==> config.mk <==
export PLATFORM = sky130hd
export DESIGN_NAME = cr_word_bridge
export DESIGN_NICKNAME = d
export VERILOG_FILES = /design/src/rtl/cr_word_bridge.sv
export SDC_FILE = /design/constraint.sdc
export NUM_CORES = 1
export LEC_CHECK = 0
export CAP_MARGIN = 15
export CORE_UTILIZATION = 40
export DETAILED_ROUTE_END_ITERATION = 16
export MAX_ROUTING_LAYER = met4
export PLACE_DENSITY = 0.8
export SYNTH_ARGS = -nofsm -noshare
export SYNTH_HDL_FRONTEND = slang
export SYNTH_SLANG_ARGS = --single-unit
==> constraint.sdc <==
create_clock -name clk -period 2.05 [get_ports clk]
set_input_delay 0.3075 -clock clk [delete_from_list [all_inputs] [get_ports clk]]
set_output_delay 0.3075 -clock clk [all_outputs]
set_load 0.005 [all_outputs]
==> src/rtl/cr_word_bridge.sv <==
// cr_word_bridge: splits a 32-bit CPU word access in the 0x80xxxxxx window
// into two 16-bit CellularRAM accesses (low half first, then high half) and
// returns the word with a single-cycle cpu_ready pulse.
// Optional feature macro: CR_BRIDGE_TIMEOUT_EN enables a per-phase watchdog
// that forces completion (read data 32'hFFFFFFFF) after TIMEOUT cycles.
module cr_word_bridge #(
  parameter int TIMEOUT = 64
) (
  input  logic        clk,
  input  logic        Nrst,
  input  logic [31:0] cpu_addr,
  input  logic        cpu_rd,
  input  logic        cpu_wr,
  input  logic [31:0] cpu_wdata,
  output logic [31:0] cpu_rdata,
  output logic        cpu_ready,
  output logic [31:0] bus_addr,
  output logic        bus_rd,
  output logic        bus_wr,
  output logic [31:0] bus_wdata,
  input  logic [31:0] bus_rdata,
  input  logic        bus_ready
);

  localparam logic [1:0] S_IDLE = 2'd0;
  localparam logic [1:0] S_LO   = 2'd1;
  localparam logic [1:0] S_HI   = 2'd2;
  localparam logic [1:0] S_DONE = 2'd3;

  logic [1:0]  state_q;
  logic [1:0]  state_d;
  logic [31:0] addr_q;
  logic        wr_q;
  logic [31:0] wdata_q;
  logic [15:0] lo_q;
  logic [31:0] rdata_q;

  logic req_valid;
  logic abort;
  logic busy;
  logic timeout;
  logic timeout_hit;

  // Word-aligned address bits and the upper controller data lane carry no meaning here.
  logic unused_bits;
  assign unused_bits = ^{cpu_addr[1:0], bus_rdata[31:16]};

  assign req_valid = (cpu_rd || cpu_wr) && (cpu_addr[31:24] == 8'h80);
  assign abort     = !cpu_rd && !cpu_wr;
  assign busy      = (state_q == S_LO) || (state_q == S_HI);

`ifdef CR_BRIDGE_TIMEOUT_EN
  localparam int CNT_W = $clog2(TIMEOUT + 1);
  logic [CNT_W-1:0] cnt_q;

  assign timeout = (cnt_q == CNT_W'(TIMEOUT));

  // Phase counter: restarts whenever the state changes, counts while a phase waits.
  always_ff @(posedge clk) begin
    if (!Nrst) begin
      cnt_q <= '0;
    end else if (state_d != state_q) begin
      cnt_q <= '0;
    end else if (busy) begin
      cnt_q <= cnt_q + 1'b1;
    end
  end
`else
  logic unused_timeout;
  assign unused_timeout = (TIMEOUT != 0);
  assign timeout        = 1'b0;
`endif

  // A waiting phase gives up only if the controller has not answered this cycle.
  assign timeout_hit = busy && !abort && !bus_ready && timeout;

  // Next-state selection; a dropped request wins over a completing halfword.
  always_comb begin
    // NOTE: defaulting state_d before the case keeps every path assigned, so no latch is inferred.
    state_d = state_q;
    case (state_q)
      S_IDLE: if (req_valid) state_d = S_LO;
      S_LO: begin
        if (abort)          state_d = S_IDLE;
        else if (bus_ready) state_d = S_HI;
        else if (timeout)   state_d = S_DONE;
      end
      S_HI: begin
        if (abort)                     state_d = S_IDLE;
        else if (bus_ready || timeout) state_d = S_DONE;
      end
      S_DONE:  state_d = S_IDLE;
      default: state_d = S_IDLE;
    endcase
  end

  // State register.
  always_ff @(posedge clk) begin
    // NOTE: sequential state uses non-blocking assignments so every register samples pre-edge values.
    if (!Nrst) state_q <= S_IDLE;
    else       state_q <= state_d;
  end

  // Request latch and halfword assembly registers.
  always_ff @(posedge clk) begin
    if (!Nrst) begin
      addr_q  <= '0;
      wr_q    <= 1'b0;
      wdata_q <= '0;
      lo_q    <= '0;
      rdata_q <= '0;
    end else begin
      if (state_q == S_IDLE && req_valid) begin
        addr_q  <= {cpu_addr[31:2], 2'b00};
        wr_q    <= cpu_wr;
        wdata_q <= cpu_wdata;
      end
      if (state_q == S_LO && !abort && bus_ready) begin
        lo_q <= bus_rdata[15:0];
      end
      if (state_q == S_HI && !abort && bus_ready) begin
        rdata_q <= {bus_rdata[15:0], lo_q};
      end else if (timeout_hit) begin
        rdata_q <= wr_q ? 32'h0 : 32'hFFFF_FFFF;
      end
    end
  end

  // Controller-facing outputs derive only from state and latched request.
  assign bus_addr  = (state_q == S_LO) ? addr_q :
                     (state_q == S_HI) ? addr_q + 32'd2 : 32'h0;
  assign bus_rd    = busy && !wr_q;
  assign bus_wr    = busy && wr_q;
  assign bus_wdata = (busy && wr_q) ?
                     {16'h0, (state_q == S_HI) ? wdata_q[31:16] : wdata_q[15:0]} : 32'h0;

  // CPU-facing completion.
  assign cpu_ready = (state_q == S_DONE);
  assign cpu_rdata = (state_q == S_DONE && !wr_q) ? rdata_q : 32'h0;

endmodule

==> impl_metrics.xml <==
<?xml version="1.0" encoding="UTF-8"?>
<metrics>
  <group name="global_routing">
    <metric name="maximum_number_of_pins_on_one_net_before_global_route_repair" unit="">61</metric>
    <metric name="overall_global_routing_usage" unit="">0.198</metric>
    <metric name="global_route.overflow_total" unit="">0</metric>
    <metric name="grt_antenna_before_repair" unit="">0</metric>
    <metric name="first_pass_grt_wire_length" unit="um">21000</metric>
    <metric name="first_global_vias" unit="">4305</metric>
  </group>
  <group name="timing">
    <metric name="post-route-worst-setup-slack" unit="ns">-0.0434</metric>
    <metric name="grt_setup_unrepaired" unit="">yes</metric>
    <metric name="report.final.slew_viol_count" unit="">0</metric>
    <metric name="fmax" unit="MHz">478</metric>
    <metric name="maxSlewHeadroom" unit="">0.575</metric>
    <metric name="hold_fails_final_rpt" unit="">0</metric>
    <metric name="fin_skew" unit="ns">0.00775</metric>
    <metric name="post-route-period-util" unit="">1.02</metric>
    <metric name="finalSetupViolations" unit="">3</metric>
    <metric name="layout_min_cycle_time" unit="ns">2.09</metric>
    <metric name="worst-slew-pin-transition" unit="ns">0.637</metric>
  </group>
  <group name="critical_path">
    <metric name="timing.critical_path.slowest_stage_cell" unit="">sky130_fd_sc_hd__dfxtp_4</metric>
    <metric name="r2r_cells" unit="">8</metric>
    <metric name="crit_path_cell_trace" unit="">inv_4 -&gt; ha_4 -&gt; buf_6 -&gt; clkbuf_16 -&gt; buf_4 -&gt; mux2i_1 -&gt; nor2_1 -&gt; buf_2</metric>
    <metric name="reg2reg_from" unit="">state_q[0]$_SDFFE_PN0P_</metric>
    <metric name="worstPathMaxFanout" unit="">6</metric>
    <metric name="timing_worst_setup_path_type" unit="">flop to output port</metric>
    <metric name="critical_path_buf_inv_count" unit="">5</metric>
    <metric name="crit_path_start" unit="">state_q[0]$_SDFFE_PN0P_</metric>
    <metric name="critPathArrivalTime" unit="ns">1.79</metric>
    <metric name="kind_of_capture_point_of_the_worst_setup_path" unit="">output port</metric>
    <metric name="startpoint_type" unit="">flop</metric>
    <metric name="crit_family" unit="">buffers and inverters</metric>
    <metric name="cp.required" unit="ns">1.74</metric>
    <metric name="crit_path_max_incr_delay" unit="ns">0.39</metric>
    <metric name="worst_r2r_endpoint" unit="">state_q[1]$_SDFFE_PN0P_</metric>
    <metric name="setup.reg_to_reg.worst_slack" unit="ns">0.27</metric>
  </group>
  <group name="detailed_routing">
    <metric name="detailed_route_wire_length" unit="um">13600</metric>
    <metric name="drtIter0Drc" unit="">231</metric>
    <metric name="firstDrtPassIters" unit="">4</metric>
    <metric name="detail_route.drc_violations" unit="">0</metric>
    <metric name="met2WireLength" unit="um">6470</metric>
    <metric name="highest_layer" unit="">met4</metric>
    <metric name="viasPerCell" unit="">4.69</metric>
    <metric name="met3_wirelength" unit="um">981</metric>
    <metric name="met1_length" unit="um">5990</metric>
    <metric name="route.antenna.remaining_nets" unit="">0</metric>
    <metric name="post_drt_wl_per_cell" unit="um">13.9</metric>
    <metric name="route.vias.total" unit="">4591</metric>
  </group>
  <group name="placed_design">
    <metric name="dpl_cell_area" unit="mm2">0.00710</metric>
    <metric name="routabilityCongestion" unit="">0.748</metric>
    <metric name="placedCellCount" unit="">926</metric>
    <metric name="hpwl" unit="um">8480</metric>
    <metric name="buffer_ports.inserted" unit="">164</metric>
    <metric name="worst_setup_slack_after_placement" unit="ns">-0.0175</metric>
  </group>
  <group name="clocking">
    <metric name="clk_pin_slew" unit="ns">0.05</metric>
    <metric name="clock-sinks" unit="">113</metric>
    <metric name="tritoncts_clock_tree" unit="">built</metric>
    <metric name="clk_latency_worst_skew_pair" unit="ns">0.41</metric>
    <metric name="clock_tree.htree_level_count" unit="">4</metric>
    <metric name="numCtsBuffers" unit="">17</metric>
    <metric name="cts.root.buffer_cell" unit="">sky130_fd_sc_hd__clkbuf_16</metric>
    <metric name="postCtsHoldBufs" unit="">0</metric>
    <metric name="clockBufferDepth" unit="">2</metric>
  </group>
  <group name="synthesis">
    <metric name="synth-seq-cells" unit="">113</metric>
    <metric name="netlist_instances" unit="">618</metric>
    <metric name="ys_top_cells_by_area" unit="">sky130_fd_sc_hd__dfxtp_1, sky130_fd_sc_hd__nand2_1, sky130_fd_sc_hd__a21boi_0</metric>
    <metric name="synth.lib_cells_used.distinct" unit="">30</metric>
    <metric name="netlist.top_cell.by_area" unit="">sky130_fd_sc_hd__dfxtp_1</metric>
    <metric name="number_of_synthesized_flops_with_an_enable_pin" unit="">0</metric>
    <metric name="avgSynthCellArea" unit="um2">8.62</metric>
    <metric name="synth_warnings" unit="">0</metric>
    <metric name="synthDominantCellAreaShare" unit="">0.425</metric>
    <metric name="yosysSeqAreaShare" unit="">0.425</metric>
    <metric name="mappedNetlistArea" unit="mm2">0.00533</metric>
    <metric name="synth_ff_type" unit="">sky130_fd_sc_hd__dfxtp_1</metric>
    <metric name="asyncSetResetFlopFracSynth" unit="">0</metric>
  </group>
  <group name="floorplan">
    <metric name="start_util" unit="">0.416</metric>
    <metric name="die_h" unit="um">117</metric>
    <metric name="die-width" unit="um">117</metric>
    <metric name="area_of_the_core_region" unit="mm2">0.0128</metric>
    <metric name="cell_rows" unit="">41</metric>
    <metric name="io_pins" unit="">200</metric>
    <metric name="fp.dieArea" unit="mm2">0.0138</metric>
  </group>
  <group name="cells_and_area">
    <metric name="finish.instance_area" unit="mm2">0.00792</metric>
    <metric name="post_layout_nonfiller_instances" unit="">979</metric>
    <metric name="drive_above_1_share" unit="">0.265</metric>
    <metric name="num-nets-final" unit="">902</metric>
    <metric name="layout.cells.most_common_list" unit="">sky130_fd_sc_hd__nand2_1, sky130_fd_sc_hd__dfxtp_1, sky130_fd_sc_hd__clkdlybuf4s50_1</metric>
    <metric name="final-seq-area" unit="mm2">0.00227</metric>
    <metric name="n_antenna_cell" unit="">0</metric>
    <metric name="mostFrequentLayoutCell" unit="">sky130_fd_sc_hd__nand2_1</metric>
    <metric name="areaGrowthSynthToFinish" unit="%">48.7</metric>
    <metric name="area_occupied_by_multi_input_gates" unit="mm2">0.00285</metric>
    <metric name="fillCellCount" unit="">1099</metric>
  </group>
  <group name="run_status">
    <metric name="run_status" unit="">finished, violations left</metric>
    <metric name="violations" unit="">negative setup slack</metric>
  </group>
  <group name="hold_path">
    <metric name="holdCritStartpoint" unit="">Nrst</metric>
    <metric name="worstHoldEndpoint" unit="">state_q[0]$_SDFFE_PN0P_</metric>
    <metric name="hold_path_class" unit="">input pin to flop</metric>
    <metric name="worstHoldPathCells" unit="">3</metric>
  </group>
  <group name="power_and_ir_drop">
    <metric name="power.net_switching" unit="mW">1.07</metric>
    <metric name="comb_power_share" unit="">0.051</metric>
    <metric name="power.share.clock" unit="">0.555</metric>
    <metric name="power.density_cell_area" unit="mW/mm2">707</metric>
    <metric name="power_consumption" unit="mW">5.60</metric>
    <metric name="lkg_pwr" unit="nW">3.27</metric>
    <metric name="switching_portion_of_total_power" unit="">0.190</metric>
    <metric name="vdd_drop_max" unit="V">0.000541</metric>
    <metric name="power_report.internal_total" unit="mW">4.54</metric>
    <metric name="sequential_fraction_of_design_power" unit="">0.393</metric>
  </group>
  <group name="run">
    <metric name="number_of_max_capacitance_violations_reported" unit="">0</metric>
  </group>
</metrics>
-- metrics by stage --
stage / setup TNS (ns) / hold slack (ns) / util
after detailed placement: -0.0441 / 0.440 / 0.554
after global routing: -0.743 / 0.216 / 0.618
after global placement: 0 / 0.436 / 0.554
final: -0.119 / 0.208 / 0.618
after CTS: -4.05 / 0.191 / 0.608
after floorplan: 0 / 0.430 / -
-- how the worst max path moves through the flow --
stage	depth (start not counted)	endpoint	slack, ns
after floorplan	6	bus_addr[10]	0.32
after global placement	6	bus_wdata[12]	0.04
after detailed placement	5	lo_q[3]$_SDFFE_PN0P_	-0.02
after CTS	6	bus_addr[8]	-0.23
after global routing	8	bus_wdata[3]	-0.13
final	8	bus_wdata[3]	-0.04
-- layer usage --
layer / vias to the layer above / GRT usage
met4: 0 / 0.0731
li1: 2304 / -
met1: 2127 / 0.229
met3: 16 / 0.0691
met5: - / -
met2: 144 / 0.317
-- worst reg2reg max path: stages, from the launching register on --
cell                        delay (ns)
sky130_fd_sc_hd__dfxtp_4          0.37
sky130_fd_sc_hd__inv_4            0.09
sky130_fd_sc_hd__ha_4             0.16
sky130_fd_sc_hd__nor2_4           0.05
sky130_fd_sc_hd__buf_6            0.11
sky130_fd_sc_hd__clkbuf_16        0.16
sky130_fd_sc_hd__buf_4            0.15
sky130_fd_sc_hd__or4b_1           0.49
sky130_fd_sc_hd__mux2i_1          0.13
-- what timing repair did --
item / in CTS / in global routing
gates resized for setup: 119 / 139
pin swaps: 0 / 4
buffers inserted: 4 / 18
endpoints found under the setup margin: 81 / 66
gates cloned: 2 / 2
-- cell families (layout without fill, tap and decap cells) --
kind of cell	count (synthesis)	after routing	synth area share
AOI/OAI and AO/OA	107	107	0.172
adders and majority gates	5	5	0.0117
buffers and inverters	64	237	0.0780
DFF	113	113	0.425
muxes	18	18	0.0338
other	1	17	0.000704
and+or+nand+nor	310	310	0.279
-- cell type report --
| class | instances | area share |
|---|---|---|
| Multi-Input combinational cell | 457 | 0.359 |
| Sequential cell | 113 | 0.286 |
| Timing Repair Buffer | 204 | 0.247 |
| Clock buffer | 25 | 0.0625 |
| Tap cell | 172 | 0.0272 |
| Clock inverter | 5 | 0.0158 |
| Inverter | 3 | 0.00205 |
-- power by group through the flow --
| stage | combinational [mW] | clock [mW] | sequential, mW |
|---|---|---|---|
| CTS | 0.280 | 3.16 | 2.20 |
| detailed placement | 0.278 | 0 | 2.25 |
| global placement | 0.277 | 0 | 2.25 |
| finish | 0.288 | 3.11 | 2.20 |
| global route | 0.306 | 3.27 | 2.20 |
| floorplan | 0.109 | 0 | 2.25 |
-- registers in the layout (all words and copies together), names as in the netlist --
name     count
lo_q        16
rdata_q     32
state_q      2
wdata_q     32
wr_q         1
addr_q      30
-- synthesized netlist by cell type, types with 5 or more instances --
cell / n
sky130_fd_sc_hd__a21boi_1: 27
sky130_fd_sc_hd__nor2b_1: 32
sky130_fd_sc_hd__buf_4: 21
sky130_fd_sc_hd__clkbuf_1: 19
sky130_fd_sc_hd__nand2_2: 30
sky130_fd_sc_hd__mux2i_1: 18
sky130_fd_sc_hd__and3_1: 9
sky130_fd_sc_hd__ha_1: 5
sky130_fd_sc_hd__and2_1: 32
sky130_fd_sc_hd__a21boi_2: 30
sky130_fd_sc_hd__a21boi_0: 47
sky130_fd_sc_hd__nor2_1: 18
sky130_fd_sc_hd__dfxtp_1: 113
sky130_fd_sc_hd__nand2_1: 180
sky130_fd_sc_hd__buf_2: 16
Note: power is estimated with default switching activity, not from simulation.
